[src/rtl/serial_link_arbiter_if.sv]
// Handshake/bus bundle for serial_link_arbiter: requester side and serial line side.
interface serial_link_arbiter_if #(
  parameter int NREQ = 4,
  parameter int DW   = 8
);
  logic                 clk_en;
  logic [NREQ-1:0]      req;
  logic [NREQ*DW-1:0]   data;
  logic [NREQ-1:0]      grant;
  logic                 done;
  logic                 busy;
  logic                 ser_out;
  logic                 ser_valid;

  modport master (
    output clk_en, req, data,
    input  grant, done, busy, ser_out, ser_valid
  );

  modport slave (
    input  clk_en, req, data,
    output grant, done, busy, ser_out, ser_valid
  );
endinterface

[src/rtl/serial_link_arbiter.sv]
// Round-robin arbiter that frames one requester's word onto a shared serial line:
// preamble, requester ID, payload MSB-first. Optional parity bit via SERIAL_PARITY_EN.
module serial_link_arbiter #(
  parameter int               NREQ  = 4,
  parameter int               DW    = 8,
  parameter int               PRE_W = 6,
  parameter logic [PRE_W-1:0] PRE   = 6'b110101
) (
  input  logic                 clk,
  input  logic                 rst,
  serial_link_arbiter_if.slave bus
);

  localparam int IDW  = (NREQ > 1) ? $clog2(NREQ) : 1;
  localparam int CMAX = (PRE_W > DW) ? PRE_W : DW;
  localparam int CW   = (CMAX > 1) ? $clog2(CMAX) : 1;

  typedef enum logic [2:0] {S_IDLE, S_PRE, S_ID, S_DATA, S_PAR, S_GAP} state_t;

  state_t            state;
  logic [IDW-1:0]    ptr;
  logic [IDW-1:0]    id_sh;
  logic [CW-1:0]     cnt;
  logic [PRE_W-1:0]  pre_sh;
  logic [DW-1:0]     shreg;
  logic [NREQ-1:0]   grant_r;
  logic              done_r;
  logic              busy_r;
  logic              ser_out_r;
  logic              ser_valid_r;
`ifdef SERIAL_PARITY_EN
  logic              par_r;
`endif

  logic [2*NREQ-1:0] rot;
  logic [IDW-1:0]    win;
  logic              win_any;
  logic [DW-1:0]     win_word;

  // Rotating the doubled request vector by ptr makes the first set bit the round-robin winner.
  always_comb begin
    rot      = {bus.req, bus.req} >> ptr;
    win      = '0;
    win_any  = 1'b0;
    for (int k = 0; k < NREQ; k++) begin
      if (!win_any && rot[k]) begin
        win_any = 1'b1;
        win     = IDW'((int'(ptr) + k) % NREQ);
      end
    end
    win_word = '0;
    for (int i = 0; i < NREQ; i++) begin
      if (win == IDW'(i)) win_word = bus.data[i*DW +: DW];
    end
  end

  // Each field entry emits the field's MSB immediately and keeps the rest in a left shifter.
  always_ff @(posedge clk or posedge rst) begin
    if (rst) begin
      state       <= S_IDLE;
      ptr         <= '0;
      id_sh       <= '0;
      cnt         <= '0;
      pre_sh      <= '0;
      shreg       <= '0;
      grant_r     <= '0;
      done_r      <= 1'b0;
      busy_r      <= 1'b0;
      ser_out_r   <= 1'b0;
      ser_valid_r <= 1'b0;
`ifdef SERIAL_PARITY_EN
      par_r       <= 1'b0;
`endif
    end else if (bus.clk_en) begin
      case (state)
        S_IDLE: begin
          if (win_any) begin
            grant_r   <= NREQ'(1) << win;
            shreg     <= win_word;
            id_sh     <= win;
            ptr       <= IDW'((int'(win) + 1) % NREQ);
            pre_sh    <= PRE << 1;
            ser_out_r <= PRE[PRE_W-1];
            cnt       <= '0;
            busy_r    <= 1'b1;
            state     <= S_PRE;
`ifdef SERIAL_PARITY_EN
            par_r     <= ^win_word;
`endif
          end
        end
        S_PRE: begin
          if (cnt == CW'(PRE_W-1)) begin
            cnt       <= '0;
            ser_out_r <= id_sh[IDW-1];
            id_sh     <= id_sh << 1;
            state     <= S_ID;
          end else begin
            cnt       <= cnt + CW'(1);
            ser_out_r <= pre_sh[PRE_W-1];
            pre_sh    <= pre_sh << 1;
          end
        end
        S_ID: begin
          if (cnt == CW'(IDW-1)) begin
            cnt         <= '0;
            ser_out_r   <= shreg[DW-1];
            shreg       <= shreg << 1;
            ser_valid_r <= 1'b1;
            state       <= S_DATA;
          end else begin
            cnt       <= cnt + CW'(1);
            ser_out_r <= id_sh[IDW-1];
            id_sh     <= id_sh << 1;
          end
        end
        S_DATA: begin
          if (cnt == CW'(DW-1)) begin
            cnt <= '0;
`ifdef SERIAL_PARITY_EN
            ser_out_r <= par_r;
            state     <= S_PAR;
`else
            ser_out_r   <= 1'b0;
            ser_valid_r <= 1'b0;
            grant_r     <= '0;
            done_r      <= 1'b1;
            state       <= S_GAP;
`endif
          end else begin
            cnt       <= cnt + CW'(1);
            ser_out_r <= shreg[DW-1];
            shreg     <= shreg << 1;
          end
        end
`ifdef SERIAL_PARITY_EN
        S_PAR: begin
          ser_out_r   <= 1'b0;
          ser_valid_r <= 1'b0;
          grant_r     <= '0;
          done_r      <= 1'b1;
          state       <= S_GAP;
        end
`endif
        S_GAP: begin
          done_r <= 1'b0;
          busy_r <= 1'b0;
          state  <= S_IDLE;
        end
        default: state <= S_IDLE;
      endcase
    end
  end

  assign bus.grant     = grant_r;
  assign bus.done      = done_r;
  assign bus.busy      = busy_r;
  assign bus.ser_out   = ser_out_r;
  assign bus.ser_valid = ser_valid_r;

endmodule
[src/flat_wrapper.sv]
// flat-port wrapper written by rule: the top's interface ports become plain ports
module serial_link_arbiter_flat 
#(
  parameter int               NREQ  = 4,
  parameter int               DW    = 8,
  parameter int               PRE_W = 6,
  parameter logic [PRE_W-1:0] PRE   = 6'b110101
)
  (clk, rst, bus_clk_en, bus_req, bus_data, bus_grant, bus_done, bus_busy, bus_ser_out, bus_ser_valid);
  serial_link_arbiter_if #(.NREQ(NREQ), .DW(DW)) bus_i ();
  input  logic clk;
  input  logic rst;
  input wire logic [$bits(bus_i.clk_en)-1:0] bus_clk_en;
  input wire logic [$bits(bus_i.req)-1:0] bus_req;
  input wire logic [$bits(bus_i.data)-1:0] bus_data;
  output wire logic [$bits(bus_i.grant)-1:0] bus_grant;
  output wire logic [$bits(bus_i.done)-1:0] bus_done;
  output wire logic [$bits(bus_i.busy)-1:0] bus_busy;
  output wire logic [$bits(bus_i.ser_out)-1:0] bus_ser_out;
  output wire logic [$bits(bus_i.ser_valid)-1:0] bus_ser_valid;
  assign bus_i.clk_en = bus_clk_en;
  assign bus_i.req = bus_req;
  assign bus_i.data = bus_data;
  assign bus_grant = bus_i.grant;
  assign bus_done = bus_i.done;
  assign bus_busy = bus_i.busy;
  assign bus_ser_out = bus_i.ser_out;
  assign bus_ser_valid = bus_i.ser_valid;
  serial_link_arbiter #(.NREQ(NREQ), .DW(DW), .PRE_W(PRE_W), .PRE(PRE)) u_core (.clk(clk), .rst(rst), .bus(bus_i));
endmodule
[config.mk]
export PLATFORM = sky130hd
export DESIGN_NAME = serial_link_arbiter_flat
export DESIGN_NICKNAME = d
export VERILOG_FILES = /design/src/rtl/serial_link_arbiter_if.sv /design/src/rtl/serial_link_arbiter.sv /design/src/flat_wrapper.sv
export SDC_FILE = /design/constraint.sdc
export NUM_CORES = 1
export LEC_CHECK = 0
export ABC_AREA = 1
export CORE_ASPECT_RATIO = 1.4
export CORE_MARGIN = 3
export CORE_UTILIZATION = 45
export CTS_CLUSTER_SIZE = 14
export DETAILED_ROUTE_END_ITERATION = 16
export GPL_TIMING_DRIVEN = 0
export PLACE_DENSITY = 0.72
export SLEW_MARGIN = 20
export SYNTH_ARGS = -nofsm -noshare
export SYNTH_HDL_FRONTEND = slang
export SYNTH_SLANG_ARGS = --single-unit
[constraint.sdc]
create_clock -name clk -period 2.7 [get_ports clk]
set_input_delay 0.81 -clock clk [delete_from_list [all_inputs] [get_ports clk]]
set_output_delay 0.81 -clock clk [all_outputs]
set_load 0.02 [all_outputs]
==> flow_summary.ini <==
[placed_design]
placer_congestion = 0.889
io_buffers = 46
dpl.hpwl_um = 4020
placedCellCount = 403

[yosys]
synth_top_flop_cell = sky130_fd_sc_hd__dfrtp_1
yosys.cell_types.count = 32
synth_edf_count = 0
netlist_area_um2 = 2120
flip_flop_and_latch_count_after_synthesis = 31
mappedNetlistNets = 343
synthArstFlopShare = 1.00
yosys.area.top_type = sky130_fd_sc_hd__dfrtp_1
syn-mean-instance-area_um2 = 7.13
synth_cells = 297
synth_area_leaders = sky130_fd_sc_hd__dfrtp_1, sky130_fd_sc_hd__nand2_1, sky130_fd_sc_hd__nor2_1
synth_warn = 0
sequential_share_of_the_synthesized_area = 0.366
synthDominantCellAreaShare = 0.366

[clock_network]
clock_tree.buffer_depth = 2
h-tree-depth = 2
cts_tree = built
clk_latency_ns = 0.29
tritoncts_num_sinks = 31
cts-buffers-inserted = 5
root_buffer = sky130_fd_sc_hd__clkbuf_8
clkSlewWorstSetupHoldPaths_ns = 0.06

[route]
met2RoutedLength_um = 2910
wire_length_on_met1_um = 2490
ant_nets = 0
detailroute.via_count = 2144
wl_met3_um = 184
drt_total_wl_um = 5690
vias_per_cell = 5.06
drt_drc_violations_left = 0
drt_first_pass_iters = 4
route.top_layer_used = met4
dr.first_iter.drc_count = 89
detail_route.wl_per_cell_um = 13.4

[job]
cap_viol_max_count = 0

[power_and_ir_drop]
power_leakage_nw = 1.43
power.ir.vdd_worst_uv = 1130
power_per_cell_area_nw_per_um2 = 1620
total_power_mw = 4.88

[finish]
antennaDiodeCount = 0
drive_gt1_frac = 0.231
fin_nets = 410
layout-area-overhead-vs-synth_pct = 41.9
final_util = 0.686
instances_no_fill = 424

[floorplan]
initial_core_util = 0.484
floorplan.die.width_um = 64.0
fp.dieArea_um2 = 5580
placementRows = 28
fp.dieH_um = 87.2
core_area_um2 = 4380
ios = 47

[critical_path]
r2r_start = u_core.ptr[1]$_DFFE_PP0P_
r2r_slack_ns = 0.19
worst_setup_path_start_kind = input port
ff2ff_path_depth = 18
setup.worst_path.end = u_core.shreg[2]$_DFFE_PP0P_
critical_path_arrival_ns = 2.70
setup.worst_path.class = input port to register
reg2reg_capture_point = u_core.shreg[2]$_DFFE_PP0P_
critPathCaptureType = register
cp.required_ns = 2.87
startpoint = bus_req[3]
cp_max_fo = 6

[sta]
period_needed_ns = 2.53
timing.final.hold_violations = 0
timing_worst_slew_pin_value_ns = 0.655
timing.fmax_mhz = 395
final.period_utilization = 0.937
final_max_slew_viol_count = 0
fin_worst_skew_ns = 0.00523
final-setup-viol-count = 0
worst_slew_slack_as_a_fraction_of_its_limit = 0.562

[hold_path]
hold_depth = 2
min_from = u_core.pre_sh[1]$_DFFE_PP0P_
hp-class = register to register

[grt]
overflow = 0
grt_max_degree = 32
total_routing_usage_gr = 0.212
grt_pass1_wl_um = 9290
antenna_found_initial = 0
first_global_vias = 2035

[status]
outcome = finished, final reports clean
## report_power, final
group | leakage, nW | switching, mW | internal, mW
Combinational | 1.00 | 2.09 | 1.64
Clock | 0.0470 | 0.178 | 0.200
Sequential | 0.387 | 0.120 | 0.650
Total | 1.43 | 2.39 | 2.49
## cells in the final DEF, fill, tap and decap left out, types with 2 or more instances in the layout
cell type	count
sky130_fd_sc_hd__nand2_1	79
sky130_fd_sc_hd__clkdlybuf4s50_1	42
sky130_fd_sc_hd__nor2_1	37
sky130_fd_sc_hd__dfrtp_1	31
sky130_fd_sc_hd__inv_1	18
sky130_fd_sc_hd__o21ai_1	17
sky130_fd_sc_hd__o21ai_0	16
sky130_fd_sc_hd__buf_4	15
sky130_fd_sc_hd__inv_2	10
sky130_fd_sc_hd__nand3_1	10
sky130_fd_sc_hd__nand2_2	10
sky130_fd_sc_hd__nand3_2	8
sky130_fd_sc_hd__clkbuf_8	7
sky130_fd_sc_hd__a22oi_1	7
sky130_fd_sc_hd__a21oi_1	6
sky130_fd_sc_hd__ha_1	4
sky130_fd_sc_hd__clkbuf_2	4
sky130_fd_sc_hd__buf_2	3
sky130_fd_sc_hd__a31oi_1	3
sky130_fd_sc_hd__a31oi_2	3
sky130_fd_sc_hd__ha_4	3
sky130_fd_sc_hd__nor2_2	2
sky130_fd_sc_hd__buf_6	2
sky130_fd_sc_hd__nand2_4	2
sky130_fd_sc_hd__nor3_2	2
sky130_fd_sc_hd__nand3_4	2
sky130_fd_sc_hd__or2_0	2
sky130_fd_sc_hd__nand4_1	2
sky130_fd_sc_hd__o2111ai_1	2
sky130_fd_sc_hd__a31oi_4	2
## worst max-delay path, stage by stage
cell,delay [ns]
sky130_fd_sc_hd__clkbuf_2,0.10
sky130_fd_sc_hd__nand2_1,0.09
sky130_fd_sc_hd__nand3_2,0.08
sky130_fd_sc_hd__nand2_2,0.08
sky130_fd_sc_hd__inv_2,0.06
sky130_fd_sc_hd__a21oi_4,0.14
sky130_fd_sc_hd__xor2_2,0.17
sky130_fd_sc_hd__inv_1,0.07
sky130_fd_sc_hd__nand2_2,0.09
sky130_fd_sc_hd__inv_2,0.06
sky130_fd_sc_hd__ha_4,0.18
sky130_fd_sc_hd__buf_4,0.15
sky130_fd_sc_hd__nand2_1,0.06
sky130_fd_sc_hd__nand2_1,0.06
sky130_fd_sc_hd__a31oi_2,0.16
sky130_fd_sc_hd__o21ai_1,0.09
sky130_fd_sc_hd__a22oi_1,0.16
sky130_fd_sc_hd__o21ai_1,0.08
## cell families (layout without fill, tap and decap cells)
family	after synthesis	after routing	share of synthesized area
simple gates	158	158	0.342
compound gates	59	59	0.158
buf+inv	40	107	0.0839
flops	31	31	0.366
fa+ha+maj	7	7	0.0413
xor+xnor	2	2	0.00827
## how the worst min path moves through the flow
stage	endpoint	slack, ns
6_report	u_core.pre_sh[1]$_DFFE_PP0P_	0.48
5_1_grt	u_core.pre_sh[1]$_DFFE_PP0P_	0.50
4_1_cts	u_core.pre_sh[1]$_DFFE_PP0P_	0.48
3_5_place_dp	u_core.pre_sh[1]$_DFFE_PP0P_	0.47
3_3_place_gp	u_core.pre_sh[1]$_DFFE_PP0P_	0.46
2_1_floorplan	u_core.pre_sh[1]$_DFFE_PP0P_	0.44
## area by class of cell
| type | instances | area, µm² |
|---|---|---|
| clock buffer | 6 | 82.6 |
| sequential | 31 | 776 |
| multi-input combinational | 226 | 1310 |
| fill | 363 | 1370 |
| inverter | 31 | 131 |
| clock inverter | 1 | 5.00 |
| timing repair buffer | 62 | 558 |
| buffer | 7 | 65.1 |
| tap | 60 | 75.1 |
## what timing repair did
action	CTS	global route
setup buffers	11	4
gates resized for setup	29	30
endpoints found under the setup margin	10	8
pin swaps	12	21
gates cloned	1	0
hold buffers	0	0
hold endpoints to repair	0	0
## synthesized netlist by cell type (2+ instances only)
master	number
sky130_fd_sc_hd__nand2_1	84
sky130_fd_sc_hd__nor2_1	37
sky130_fd_sc_hd__dfrtp_1	31
sky130_fd_sc_hd__inv_1	23
sky130_fd_sc_hd__o21ai_0	21
sky130_fd_sc_hd__nand3_1	13
sky130_fd_sc_hd__o21ai_1	12
sky130_fd_sc_hd__a31oi_1	8
sky130_fd_sc_hd__a21oi_1	7
sky130_fd_sc_hd__a22oi_1	7
sky130_fd_sc_hd__ha_1	7
sky130_fd_sc_hd__nand2_2	7
sky130_fd_sc_hd__inv_2	6
sky130_fd_sc_hd__nand3_2	5
sky130_fd_sc_hd__buf_2	3
sky130_fd_sc_hd__buf_1	2
sky130_fd_sc_hd__clkbuf_1	2
sky130_fd_sc_hd__nand3_4	2
sky130_fd_sc_hd__nand4_1	2
sky130_fd_sc_hd__nor2_2	2
sky130_fd_sc_hd__nor3_2	2
sky130_fd_sc_hd__o2111ai_1	2
sky130_fd_sc_hd__o31ai_1	2
sky130_fd_sc_hd__or2_0	2
## registers in the layout, summed over array words and instances (netlist names)
signal                count
u_core.bus.busy           1
u_core.bus.done           1
u_core.bus.grant          4
u_core.bus.ser_out        1
u_core.bus.ser_valid      1
u_core.cnt                3
u_core.id_sh              2
u_core.pre_sh             5
u_core.ptr                2
u_core.shreg              8
u_core.state              3
## metrics by stage
step,setup WS (ns),setup TNS [ns],hold WS (ns),area [µm²]
2_1_floorplan,0.0503,0,0.442,2120
4_1_cts,0.0184,0,0.483,2880
3_5_place_dp,-0.902,-8.42,0.468,2660
3_3_place_gp,-0.879,-8.17,0.458,2660
6_report,0.171,0,0.482,3010
5_1_grt,-0.00574,-0.00574,0.505,3010
## metal layers
metal | vias up | global-route usage
met5 | - | 0
met4 | 0 | 0.0864
met3 | 8 | 0.0388
met2 | 37 | 0.369
met1 | 996 | 0.254
li1 | 1103 | -
No activity file was read; power rests on OpenSTA's default activity.
